==> config.mk <==
export PLATFORM = sky130hd
export DESIGN_NAME = regfile_mp
export DESIGN_NICKNAME = d
export VERILOG_FILES = /design/src/rtl/regfile_pkg.sv /design/src/rtl/regfile_clr_fsm.sv /design/src/rtl/regfile_mp.sv
export SDC_FILE = /design/constraint.sdc
export NUM_CORES = 1
export LEC_CHECK = 0
export BUFFER_PORTS_ARGS = -buffer_cell sky130_fd_sc_hd__buf_2
export CELL_PAD_IN_SITES_DETAIL_PLACEMENT = 1
export CELL_PAD_IN_SITES_GLOBAL_PLACEMENT = 2
export CORE_MARGIN = 5
export CORE_UTILIZATION = 37
export DETAILED_ROUTE_END_ITERATION = 8
export PLACE_DENSITY = 0.77
export SYNTH_ARGS = -nofsm -noshare
export SYNTH_HDL_FRONTEND = slang
export SYNTH_SLANG_ARGS = --single-unit
==> constraint.sdc <==
create_clock -name clk -period 3 [get_ports clk]
set_clock_uncertainty 0.05 [all_clocks]
set_input_delay 0.6 -clock clk [delete_from_list [all_inputs] [get_ports clk]]
set_output_delay 0.6 -clock clk [all_outputs]
set_load 0.005 [all_outputs]
==> src/rtl/regfile_pkg.sv <==
// Shared types and default sizing for the multi-port register file.
// Latency: n/a (types and constants only).
// Backpressure: n/a.
package regfile_pkg;

  localparam int REGFILE_DATA_W   = 24;
  localparam int REGFILE_NUM_REGS = 16;

  // CLEAR is the reset state; IDLE is normal operation.
  typedef enum logic [0:0] {
    IDLE  = 1'b0,
    CLEAR = 1'b1
  } rf_state_t;

endpackage

==> src/rtl/regfile_clr_fsm.sv <==
// Clear engine: walks clr_idx from 1 to NUM_REGS-1, one register per cycle.
// Latency: busy is a registered state decode; wr_rdy is combinational.
// Backpressure: wr_rdy drops while clearing and in the cycle a clear is requested.
//
// Ports:
//   clk, rst  : clock, synchronous active-high reset (reset starts a clear)
//   clr_req   : one-cycle clear request, honoured only in IDLE
//   clr_last  : clr_idx currently addresses the highest register
//   state     : current FSM state
//   clr_idx   : register being zeroed this cycle while in CLEAR
//   busy      : high while in CLEAR
//   wr_rdy    : writes are accepted this cycle
module regfile_clr_fsm
  import regfile_pkg::*;
#(
  parameter int ADDR_W = 4
) (
  input  logic              clk,
  input  logic              rst,
  input  logic              clr_req,
  input  logic              clr_last,
  output rf_state_t         state,
  output logic [ADDR_W-1:0] clr_idx,
  output logic              busy,
  output logic              wr_rdy
);

  rf_state_t         state_q, state_d;
  logic [ADDR_W-1:0] clr_idx_q, clr_idx_d;
  logic              busy_q, busy_d;

  always_comb begin
    state_d   = state_q;
    clr_idx_d = clr_idx_q;
    busy_d    = busy_q;
    case (state_q)
      CLEAR: begin
        // clr_req is ignored here: an in-progress clear never restarts.
        if (clr_last) begin
          state_d = IDLE;
          busy_d  = 1'b0;
        end else begin
          clr_idx_d = clr_idx_q + ADDR_W'(1);
        end
      end
      default: begin
        if (clr_req) begin
          state_d   = CLEAR;
          clr_idx_d = ADDR_W'(1);
          busy_d    = 1'b1;
        end
      end
    endcase
  end

  always_ff @(posedge clk) begin
    if (rst) begin
      state_q   <= CLEAR;
      clr_idx_q <= ADDR_W'(1);
      busy_q    <= 1'b1;
    end else begin
      state_q   <= state_d;
      clr_idx_q <= clr_idx_d;
      busy_q    <= busy_d;
    end
  end

  assign state   = state_q;
  assign clr_idx = clr_idx_q;
  assign busy    = busy_q;
  // A clear request in the same cycle as a write wins over the write.
  assign wr_rdy  = (state_q == IDLE) && !clr_req;

endmodule

==> src/rtl/regfile_mp.sv <==
// Parametrised register file, 1 write port and NUM_RD combinational read ports, R0 = 0.
// Latency: reads zero-cycle; writes visible next cycle (same cycle with REGFILE_BYPASS_EN).
// Backpressure: wr_rdy low while the clear engine runs or a clear is requested; dropped writes are lost.
//
// Optional feature macro: REGFILE_BYPASS_EN (accepted write data forwarded to matching read ports).
//
// Ports:
//   clk, rst          : clock, synchronous active-high reset (reset clears the array)
//   clr_req           : one-cycle request to zero all registers
//   busy              : clear engine running; all reads return 0
//   wr_rdy            : write accepted this cycle
//   wr_en/addr/data   : write port; address 0 and out-of-range addresses are discarded
//   rd_addr / rd_data : packed read ports, port k at [k*ADDR_W +: ADDR_W] / [k*DATA_W +: DATA_W]
module regfile_mp
  import regfile_pkg::*;
#(
  parameter int DATA_W   = REGFILE_DATA_W,
  parameter int NUM_REGS = REGFILE_NUM_REGS,
  parameter int ADDR_W   = $clog2(NUM_REGS),
  parameter int NUM_RD   = 2
) (
  input  logic                     clk,
  input  logic                     rst,
  input  logic                     clr_req,
  output logic                     busy,
  output logic                     wr_rdy,
  input  logic                     wr_en,
  input  logic [ADDR_W-1:0]        wr_addr,
  input  logic [DATA_W-1:0]        wr_data,
  input  logic [NUM_RD*ADDR_W-1:0] rd_addr,
  output logic [NUM_RD*DATA_W-1:0] rd_data
);

  rf_state_t         state;
  logic [ADDR_W-1:0] clr_idx;
  logic              clr_last;
  logic              wr_in_range;
  logic              wr_fire;

  // R0 has no storage.
  logic [DATA_W-1:0] mem_q [1:NUM_REGS-1];
  logic [DATA_W-1:0] mem_d [1:NUM_REGS-1];

  assign clr_last = (clr_idx == ADDR_W'(NUM_REGS - 1));

  regfile_clr_fsm #(
    .ADDR_W (ADDR_W)
  ) u_clr_fsm (
    .clk      (clk),
    .rst      (rst),
    .clr_req  (clr_req),
    .clr_last (clr_last),
    .state    (state),
    .clr_idx  (clr_idx),
    .busy     (busy),
    .wr_rdy   (wr_rdy)
  );

  // One extra bit so the compare stays meaningful when NUM_REGS is a power of two.
  assign wr_in_range = ({1'b0, wr_addr} < (ADDR_W + 1)'(NUM_REGS));
  assign wr_fire     = wr_en && wr_rdy && (wr_addr != '0) && wr_in_range;

  always_comb begin
    for (int i = 1; i < NUM_REGS; i++) begin
      mem_d[i] = mem_q[i];
      if ((state == CLEAR) && (clr_idx == ADDR_W'(i))) begin
        mem_d[i] = '0;
      end else if (wr_fire && (wr_addr == ADDR_W'(i))) begin
        mem_d[i] = wr_data;
      end
    end
  end

  // Contents are not reset: the clear engine zeroes them after reset.
  always_ff @(posedge clk) begin
    mem_q <= mem_d;
  end

  for (genvar k = 0; k < NUM_RD; k++) begin : g_rd
    logic [ADDR_W-1:0] ra;
    logic [DATA_W-1:0] rv;

    assign ra = rd_addr[k*ADDR_W +: ADDR_W];

    always_comb begin
      // Address 0 and out-of-range addresses match no entry and read 0.
      rv = '0;
      for (int i = 1; i < NUM_REGS; i++) begin
        if (ra == ADDR_W'(i)) rv = mem_q[i];
      end
`ifdef REGFILE_BYPASS_EN
      // wr_fire already excludes R0, out-of-range and busy.
      if (wr_fire && (ra == wr_addr)) rv = wr_data;
`endif
      // The array is logically zero for the whole clear.
      if (busy) rv = '0;
    end

    assign rd_data[k*DATA_W +: DATA_W] = rv;
  end

endmodule

# Word-level counts from Yosys, hierarchy flattened
# Index checks and enable logic that the tools add are counted.
[classes]
magnitude_cmp = 0
shift = 0
n_reduce_logical = 38
mux = 41
n_bitwise = 1
n_addsub = 1
div = 0
eq_ne = 62
n_mul = 0
[ops]
columns = ["operator", "n"]
rows = [
  ["$mux 24", 32],
  ["$eq 4x4->1 const B", 32],
  ["$eq 4x3->1 const B", 16],
  ["$logic_and 1x1->1", 33],
  ["$eq 4x2->1 const B", 8],
  ["$eq 4x1->1 const B", 4],
  ["$mux 4", 3],
  ["$mux 1", 6],
  ["$add 4x1->4 const B", 1],
  ["$ne 2x2->1 const B", 2],
  ["$reduce_and 2->1", 2],
  ["$reduce_bool 4->1", 1],
  ["$reduce_bool 2->1", 1],
  ["$logic_not 1->1", 1],
  ["$not 1->1", 1],
]
[totals]
elab_cells = 161
latchBits = 0
ramBits = 0
romBits = 0
n_memories = 0
reg_bits = 366

# Logic depth before layout (Yosys ltp)
# Gate-level depths: netlist (run 1).
[logic_depth]
ltp_word = 17
mapped_depth = 9
mapped_depth_nobuf = 5

# By module
# From an unflattened synthesis (run 1), not the netlist that was laid out.
[unflattened]
cells_unflattened = 2824
hier_area_um2 = 20265.7
[modules_own_cells]
columns = ["mod", "instances", "area_per_inst_um2", "cells_per_inst"]
rows = [
  ["regfile_mp", 1, 19987.9, 2794],
  ["regfile_clr_fsm", 1, 277.8, 30],
]

# Worst setup path after synthesis (run 1)
# OpenSTA, ideal clock, no wires.
[synth_path]
path_kind = "input -> output"
startpoint = "in rd_addr[3]"
endpoint = "out rd_data[4]"
path_slack_ps = 399
path_buffers = 2
arrival_ps = 1951
path_stages = 7
required_time_ps = 2350
path_cell_list = "buf_2 > buf_2 > or2_1 > o32ai_4 > o2bb2ai_1 > o211ai_1 > a211oi_1"
[synth_between]
elab_chain_cells = 17
word_cells_on_any_way = 31
[synth_lines]
columns = ["element", "line_no", "source"]
rows = [
  ["start, declared", "regfile_mp.sv:30", "input logic [NUM_RD*ADDR_W-1:0] rd_addr,"],
  ["$eq 4x1->1", "regfile_mp.sv:89", "if (ra == ADDR_W'(i)) rv = mem_q[i];"],
  ["$mux 24 (14 in series)", "regfile_mp.sv:89", ""],
  ["$mux 24 (*)", "regfile_mp.sv:89", ""],
  ["$mux 24 (*)", "regfile_mp.sv:96", "if (busy) rv = '0;"],
  ["end, declared", "regfile_mp.sv:31", "output logic [NUM_RD*DATA_W-1:0] rd_data"],
]
# Mark *: on every way between the ends. The rest lies on a longest branch, timed or not.

# Final worst setup path (run 1)
[layout_path]
startpoint = "in rd_addr[6]"
endpoint = "out rd_data[35]"
# The elaborated chain is that of the path after synthesis.

==> results.md, run 1 <==
- Status: finished, violations left
- Failing checks: setup timing
- Clk sinks: around 370
- MaxCap Viol Count: 0
- Total GRT Usage: about two fifths
- Die area: just under 60000 sq um
- Syn avg cell area: 7.62 sq um
- Final WL: around 120000 microns
- DRC Markers: 0
- Min-Delay Path Class: in -> reg
- RD Place Congestion: 1.00
- Share of layout cells above drive strength 1: 27.4%
- 1st-pass router iterations: 6
- Post-synthesis instance total: 2666
- Slew @ Worst Pin: 0.627 ns
- Startpoint types: primary input
- Hold_sp: rst
- Largest net degree at the start of global routing: 26
- DP HPWL: 84300 microns
- Final Util: 49.3%
- Setup TNS: -0.154 ns
- WS Path Type: in -> out
- Final setup vio count: 6
- Total number of vias: approximately 24000
- FMAX: roughly 330 MHz
- Most common cell after layout, fill and taps aside: nand2_1
- Most frequent cells in the layout: nand2_1, a21oi_1, dfxtp_1
- Power Density: approximately 480 nW/um^2
- Library cells used by synthesis: 76
- Leakage power: roughly 10 nW
- CP Data Arrival Time: between 2 and 2.5 ns
- Synth warn: 0
- RSZ-0062 raised after global routing: true
- Number of cell rows: 85
- H-tree depth: 2
- Initial antenna violation count: 4
- Total gr overflow: 0
- Final Max Tran Viols: 0
- Slowest stage cell, crit path: a221o_1
- Remaining antenna violation count: 0
- R2R Path End: mem_q[26]$_SDFFE_PP0P_
- Vias in the first global route: 24100
- Maximum net fanout on the critical path: 12
- Total CTS buffers: 47
- Post-synth EDFFs: 0
- Asr flop ratio synth: 0%
- Clock latency at the later pin of the worst-skew pair: 0.60 ns
- Worst VDD drop: slightly below 0.0004 V
- Die width: approximately 240 microns
- Reg2reg start: u_clr_fsm.state$_SDFF_PP1_
- Sequential area share after synthesis: between 30% and 40%
- Hold_buf cts: 0
- Port buffer count: 89
- Crit end category: output pin
- Number of synthesized register bits: ~370
- R2R cell count: 6
- Synth Cell Area: ~20000 sq um
- Vias per cell: around 6.5
- Final WS setup: -0.0700 ns
- CTS Buffer Depth: 3
- Tmin final: ~3.1 ns
- Clk pin slew, worst setup/hold paths: approximately 0.050 ns
- Synth Flop Type: dfxtp_1
- Critical Path Source: rd_addr[6]
- WHS: between 0.15 and 0.2 ns
- Initial Util: 37.5%
- Final Hold Fails: 0
- R2R setup slack: between 0.7 and 0.8 ns
- Final net count: roughly 3000
- Die height: about 240 microns
- Syn nets: about 2700
- CTS tree: yes
- Worst slew margin: between 50% and 60%
- Total power: 12.9 mW
- CP peak stage delay: roughly 0.36 ns
- Critical-path cell list: buf_2, buf_12, buf_12, nand3b_1, mux2i_1, a221o_1, o311a_1, a21oi_1, buf_2
- First DRT Iteration DRCs: between 2000 and 3000
- Routed wire per std cell: around 33 microns
- WP data required: roughly 2.4 ns
- Root Driver: clkbuf_16
- Hold path endpoint: u_clr_fsm.clr_idx[1]$_SDFFE_PP0P_
- Global-route wire length before repair: approximately 170000 microns
- Fin crit share: 102%
- Core Region: between 50000 and 60000 sq um
- Hold path depth: 2
- Area growth, synth to finish: 31.5%
- Top Ports: 90
[through the flow]
stage / cell area (sq um) / std cells / setup WS [ns]
2_1_floorplan: 20300 / 2666 / 0.399
3_3_place_gp: 23600 / 3559 / -0.461
3_5_place_dp: 23600 / 3559 / -0.436
4_1_cts: 26000 / 3655 / -0.0243
5_1_grt: 26700 / 3674 / -0.0389
6_report: 26700 / 3675 / -0.0700
[power breakdown]
part           internal [mW]  switching, mW  total (mW)  leakage [nW]
Clock                   3.68           2.46        6.14         0.805
Combinational          0.660           1.12        1.78          6.33
Sequential              4.91         0.0602        4.97          2.96
[sequential cells by signal (all words and copies together) (netlist names)]
signal	flops
mem_q	360
u_clr_fsm.clr_idx	4
u_clr_fsm.state	1
u_clr_fsm.busy	1
[how the worst max path moves through the flow]
stage	endpoint	cells past startpoint	slack [ns]
floorplan	rd_data[4]	7	0.40
global placement	rd_data[10]	10	-0.46
detailed placement	rd_data[10]	10	-0.44
CTS	rd_data[7]	10	-0.02
global route	rd_data[34]	11	-0.04
finish	rd_data[35]	9	-0.07
[area by class of cell]
class	count	area, sq um
inverter	18	76.3
multi-input combinational	2040	12700
antenna	1	2.50
clock inverter	15	221
fill	6457	27400
clock buffer	69	1410
timing repair buffer	470	4110
tap	696	871
sequential	366	7330
[Yosys cell counts (all sizes together), types with 6 or more instances]
cell type,count,area [sq um]
a211o,7,61.3
a211oi,17,128
a21oi,401,2010
a221oi,36,315
a22oi,33,248
a2bb2oi,7,61.3
a311oi,8,70.1
a31oi,13,81.3
a32o,7,70.1
and2,6,37.5
buf,113,657
clkbuf,129,484
dfxtp,366,7330
inv,16,60.1
mux2,66,747
mux2i,176,1760
mux4,9,203
nand2,602,2260
nand2b,20,125
nand3,21,105
nor2,222,846
nor2b,20,128
nor3,32,175
o21a,10,75.1
o21ai,109,546
o221ai,25,219
o22ai,71,444
o2bb2ai,20,175
o31a,7,61.3
o31ai,9,67.6
o32ai,8,88.8
or3,9,56.3
[layer usage]
layer	GRT usage, %	part of all wire [%]
met5	0	0.016
met3	7.17	8.8
met2	61.6	44
met4	26.0	8.1
met1	49.3	39
[kinds of logic after synthesis]
logic type	synth area share, %
AO/OA/AOI/OAI	24.9
buffers and inverters	5.95
multiplexers	13.3
flip-flops	36.1
AND/OR/NAND/NOR	19.5
adder cells (fa/ha/maj)	0.246
[worst max-delay path: cells and delay by family]
kind	cells	cell delay, ns
AOI/OAI and AO/OA	3	0.70
and+or+nand+nor	1	0.26
buffers and inverters	4	0.64
muxes	1	0.20
[what timing repair did]
action,in CTS,in global routing
pin swaps,23,38
cloned,2,3
gates resized for setup,151,104
setup buffers,12,17
setup endpoints to repair,46,42
Note: power is estimated with default switching activity, not from simulation.
==> run 2, diff against run 1 <==
==> constraint.sdc (replaced) <==
create_clock -name clk -period 3 [get_ports clk]
set_clock_uncertainty 0.05 [all_clocks]
set_input_delay 0.6 -clock clk [delete_from_list [all_inputs] [get_ports clk]]
set_output_delay 0.6 -clock clk [all_outputs]
set_load 0.01 [all_outputs]
==> run 2 against run 1 <==
The flow still finishes with violations (setup timing). Count of clock-buffer cells in the layout unchanged. Utilization increased by 1.2 points. Via count grew 2.1%. Setup slack got worse by 0.017 ns. Highest routed layer unchanged.
==> results.md, run 2 (synthesis gave the netlist of run 1 again) <==
- Hold_buf cts: 0
- Final Hold Fails: 0
- Clk sinks: approximately 370
- Slew @ Worst Pin: 0.639 ns
- H-tree depth: 2
- Worst VDD drop: 0.000419 V
- Initial Util: between 30% and 40%
- Total gr overflow: 0
- RD Place Congestion: a little under 1
- First DRT Iteration DRCs: 2442
- Status: finished, violations left
- Top Ports: 90
- Most frequent cells in the layout: nand2_1, a21oi_1, dfxtp_1
- Reg with most FFs: mem_q
- Slowest stage cell, crit path: a211o_1
- Final WL: between 100000 and 150000 microns
- Final Max Tran Viols: 0
- Place WS: -0.496 ns
- Initial antenna violation count: 2
- Multi-input gate area: between 10000 and 15000 sq um
- DRC Markers: 0
- Routed wire per std cell: 33.7 microns
- Clk pin slew, worst setup/hold paths: approximately 0.060 ns
- Vias in the first global route: ~25000
- CTS Buffer Depth: 3
- Final WS setup: -0.0865 ns
- CP Buf/Inv Count: 6
- Tmin final: ~3.1 ns
- Maximum net fanout on the critical path: 6
- Vias per cell: approximately 6.6
- Fin crit share: 103%
- Root Driver: clkbuf_16
- Leakage power: approximately 10 nW
- Final setup vio count: 17
- Global-route wire length before repair: around 170000 microns
- MaxCap Viol Count: 0
- Number of cell rows: 85
- Final net count: between 3000 and 4000
- CTS tree: yes
- Ant. Diodes: 0
- Most common cell after layout, fill and taps aside: nand2_1
- Max reg flops: 360
- Total power: 12.8 mW
- Final Util: roughly 51%
- Top cell by count, worst path: buf_12
- Total CTS buffers: 46
- 1st-pass router iterations: 5
- Worst slew margin: 57.4%
- Die height: roughly 240 microns
- Failing checks: setup timing
- Total number of vias: ~24000
- CP Data Arrival Time: approximately 2.4 ns
- Remaining antenna violation count: 0
- Die width: around 240 microns
- FMAX: 324 MHz
- Crit end category: output pin
- Total GRT Usage: approximately two fifths
- Setup TNS: -0.484 ns
- WHS: ~0.17 ns
- Power Density: 466 nW/um^2
- DP HPWL: 84800 microns
- WP data required: around 2.4 ns
- Clock latency at the later pin of the worst-skew pair: slightly below 0.6 ns
- Share of layout cells above drive strength 1: slightly below 30%
- Family with the most delay on the worst path: compound AO/OA/AOI/OAI gates
- Register Area: around 7300 sq um
- RSZ-0062 raised after global routing: true
- Min-Delay Path Class: in -> reg
- Area growth, synth to finish: 34.8%
- Core Region: between 50000 and 60000 sq um
- CP peak stage delay: approximately 0.35 ns
- Critical-path cell list: buf_12, buf_12, buf_6, nor2b_4, buf_12, buf_12, a22oi_2, o22ai_2, a211o_1, a32o_1, buf_2
- Die area: 59700 sq um
- WS Path Type: in -> out
- Startpoint types: primary input
- Largest net degree at the start of global routing: 26
- # fillers: around 6400
- Port buffer count: just under 90
==> run 2: changes by cell type in the layout (fill, tap and decap cells not counted), moves of 7 or more <==
| cell | change |
|---|---|
| a221oi_1 | -7 |
| a221oi_2 | +9 |
| buf_12 | +8 |
| buf_4 | +9 |
| buf_6 | +20 |
| o22ai_1 | -11 |
| o22ai_2 | +8 |
==> run 2: power by group <==
| part | switching (mW) | leakage, nW | internal, mW |
|---|---|---|---|
| Combinational | 1.19 | 6.70 | 0.738 |
| Clock | 2.36 | 0.776 | 3.50 |
| Sequential | 0.0598 | 2.96 | 4.91 |
==> run 2: final timing paths <==
| path | startpoint | endpoint | slack, ns | cells past startpoint |
|---|---|---|---|---|
| worst max-delay path | rd_addr[5] | rd_data[46] | -0.09 | 11 |
| worst min-delay path | rst | u_clr_fsm.clr_idx[1]$_SDFFE_PP0P_ | 0.17 | 2 |
| worst max register to register | u_clr_fsm.state$_SDFF_PP1_ | mem_q[98]$_SDFFE_PP0P_ | 0.85 | 6 |
| worst min register to register | mem_q[190]$_SDFFE_PP0P_ | mem_q[190]$_SDFFE_PP0P_ | 0.42 | 2 |
==> run 2: per-stage QoR <==
stage,instance area [sq um],std cells
final,27400,3704
after global routing,27400,3704
after CTS,26700,3680
after detailed placement,23700,3572
after global placement,23700,3572
after floorplan,20300,2666
==> run 2: repair_timing <==
| item | CTS | global route |
|---|---|---|
| pin swaps | 44 | 55 |
| buffers inserted | 22 | 24 |
| gates resized for setup | 220 | 112 |
| gates cloned | 7 | 1 |
| setup endpoints to repair | 48 | 47 |
==> run 2: final cells by class <==
type / count / share of cell area (%)
timing repair buffer: 504 / 16.9
tap: 696 / 3.18
clock inverter: 11 / 0.503
inverter: 18 / 0.329
clock buffer: 69 / 5.18
sequential: 366 / 26.8
multi-input combinational: 2040 / 47.1
==> run 2: per-layer routing <==
layer | up-vias | wire [microns] | part of all wire (%) | track usage [%]
li1 | 10100 | - | - | -
met1 | 12200 | 47300 | 38 | 48.7
met2 | 1480 | 55800 | 45 | 63.6
met3 | 535 | 11400 | 9.1 | 7.80
met4 | 2 | 10500 | 8.4 | 26.7
met5 | - | 10 | 0.0080 | 0
==> run 3, diff against run 2 <==
==> constraint.sdc (replaced) <==
create_clock -name clk -period 3 [get_ports clk]
set_clock_uncertainty 0.05 [all_clocks]
set_input_delay 0.45 -clock clk [delete_from_list [all_inputs] [get_ports clk]]
set_output_delay 0.45 -clock clk [all_outputs]
set_load 0.01 [all_outputs]
==> run 3 against run 2 <==
The run still ends with setup timing left. Worst hold slack lost 0.14 ns. Largest power group unchanged. Combinational power shrank 18%. Setup slack gained 0.029 ns.
==> results.md, run 3 (synthesis gave the netlist of run 1 again) <==
- Status: finished, violations left
- Failing checks: setup timing
- Register Area: between 7000 and 8000 sq um
- Final WL: 120000 microns
- Worst VDD drop: between 0.0003 and 0.0004 V
- Total power: between 10 and 15 mW
- Power Density: around 500 nW/um^2
- Die width: 244 microns
- Most frequent cells in the layout: nand2_1, a21oi_1, dfxtp_1
- Remaining antenna violation count: 0
- CP Data Arrival Time: approximately 2.6 ns
- Critical path depth: 8
- Reg2reg start: u_clr_fsm.state$_SDFF_PP1_
- RD Place Congestion: between 0.9 and 1
- Total gr overflow: 0
- Number of cell rows: 85
- Initial antenna violation count: 8
- H-tree depth: 2
- Initial Util: a little under two fifths
- Final setup vio count: 3
- Die height: between 200 and 250 microns
- Clk pin slew, worst setup/hold paths: roughly 0.05 ns
- Fin crit share: 102%
- MaxCap Viol Count: 0
- Share of layout cells above drive strength 1: about 21%
- Place WS: -0.247 ns
- Placed cell areas: roughly 23000 sq um
- WHS: 0.0248 ns
- Startpoint types: primary input
- Die area: around 60000 sq um
- Slowest stage cell, crit path: o22ai_1
- Slew @ Worst Pin: 0.628 ns
- R2R setup slack: ~0.67 ns
- Tmin final: a little over 3 ns
- Max reg flops: 360
- Routed wire per std cell: ~34 microns
- Family with the most delay on the worst path: buffers and inverters
- Root Driver: clkbuf_16
- Critical-path cell list: buf_2, buf_4, nand2_1, buf_12, o22ai_1, a211o_1, a32o_1, buf_2
- Most common cell after layout, fill and taps aside: nand2_1
- Multi-input gate area: 12000 sq um
- CP Buf/Inv Count: 4
- CTS Buffer Depth: 3
- Core Region: between 50000 and 60000 sq um
- R2R cell count: 6
- Clk sinks: 366
- Reg with most FFs: mem_q
- Leakage power: ~9.3 nW
- Top cell by count, worst path: buf_2
- # fillers: 6583
- Final WS setup: -0.0574 ns
- Total CTS buffers: 47
- First DRT Iteration DRCs: approximately 2500
- CP peak stage delay: 0.35 ns
- Global-route wire length before repair: ~170000 microns
- Final Hold Fails: 0
- Design area: approximately 25000 sq um
- Top Ports: 90
- Hold_buf cts: 0
- Port buffer count: 89
- WS Path Type: in -> out
- FMAX: 327 MHz
- Critical Path Source: rd_addr[7]
- CTS tree: yes
- Maximum net fanout on the critical path: 7
- Crit end category: output pin
- Worst slew margin: 58.1%
- Area growth, synth to finish: 22.4%
- Vias per cell: around 6.5
- Hold_sp: rst
- DRC Markers: 0
- Min-Delay Path Class: in -> reg
- Final Max Tran Viols: 0
- Final Non-Filler Cells: around 3600
- WP data required: 2.50 ns
- Critical path endpoint: rd_data[31]
- Total number of vias: about 23000
- 1st-pass router iterations: 5
- Clock latency at the later pin of the worst-skew pair: roughly 0.61 ns
- DP HPWL: between 80000 and 90000 microns
- R2R Path End: mem_q[236]$_SDFFE_PP0P_
- Final net count: 2890
- Largest net degree at the start of global routing: 33
- Placed Cells: 3490
- Total GRT Usage: around two fifths
- Vias in the first global route: 23700
run 3: changes by cell type in the layout (fill, tap and decap cells not counted), sizes merged, moves of 4 or more:
cell / change
inv: +4
diode: +4
bufbuf: -4
buf: -126
run 3: timing repair:
action                                  4_1_cts  5_1_grt
buffers inserted                              0        3
pin swaps                                     0        0
gates resized for setup                      16       24
endpoints found under the setup margin       17       24
run 3: area by class of cell:
type	count	share of cell area, %
repair buffers	373	12.1
clock buffers	69	5.47
clock inverters	15	0.664
inverters	18	0.282
well taps	696	3.50
flip-flops and latches	366	29.5
multi-input cells	2040	48.5
diodes	4	0.0403
run 3: power breakdown:
group | internal (mW) | leakage [nW] | switching, mW
combinational | 0.516 | 5.54 | 1.06
clock | 3.39 | 0.757 | 2.44
sequential | 4.91 | 2.95 | 0.0572
run 3: worst min-delay path by stage:
stage | to | cells after the start | slack [ns]
after floorplan | mem_q[90]$_SDFFE_PP0P_ | 2 | 0.39
after global placement | mem_q[190]$_SDFFE_PP0P_ | 2 | 0.40
after detailed placement | mem_q[301]$_SDFFE_PP0P_ | 2 | 0.41
after CTS | u_clr_fsm.clr_idx[1]$_SDFFE_PP0P_ | 2 | 0.002
after global routing | u_clr_fsm.clr_idx[1]$_SDFFE_PP0P_ | 2 | 0.03
final | u_clr_fsm.clr_idx[1]$_SDFFE_PP0P_ | 2 | 0.02
run 3: through the flow:
step	TNS (ns)	utilization [%]
2_1_floorplan	0	-
3_3_place_gp	-0.997	42.7
3_5_place_dp	-1.07	42.7
4_1_cts	0	45.7
5_1_grt	-0.0134	45.9
6_report	-0.0743	45.9
run 3: routing by layer:
metal / vias up / GRT usage [%] / part of all wire (%)
li1: 9842 / - / -
met1: 11800 / 48.2 / 39
met2: 1367 / 61.7 / 45
met3: 409 / 7.58 / 9.1
met4: 4 / 23.4 / 7.2
met5: - / 0 / 0.025
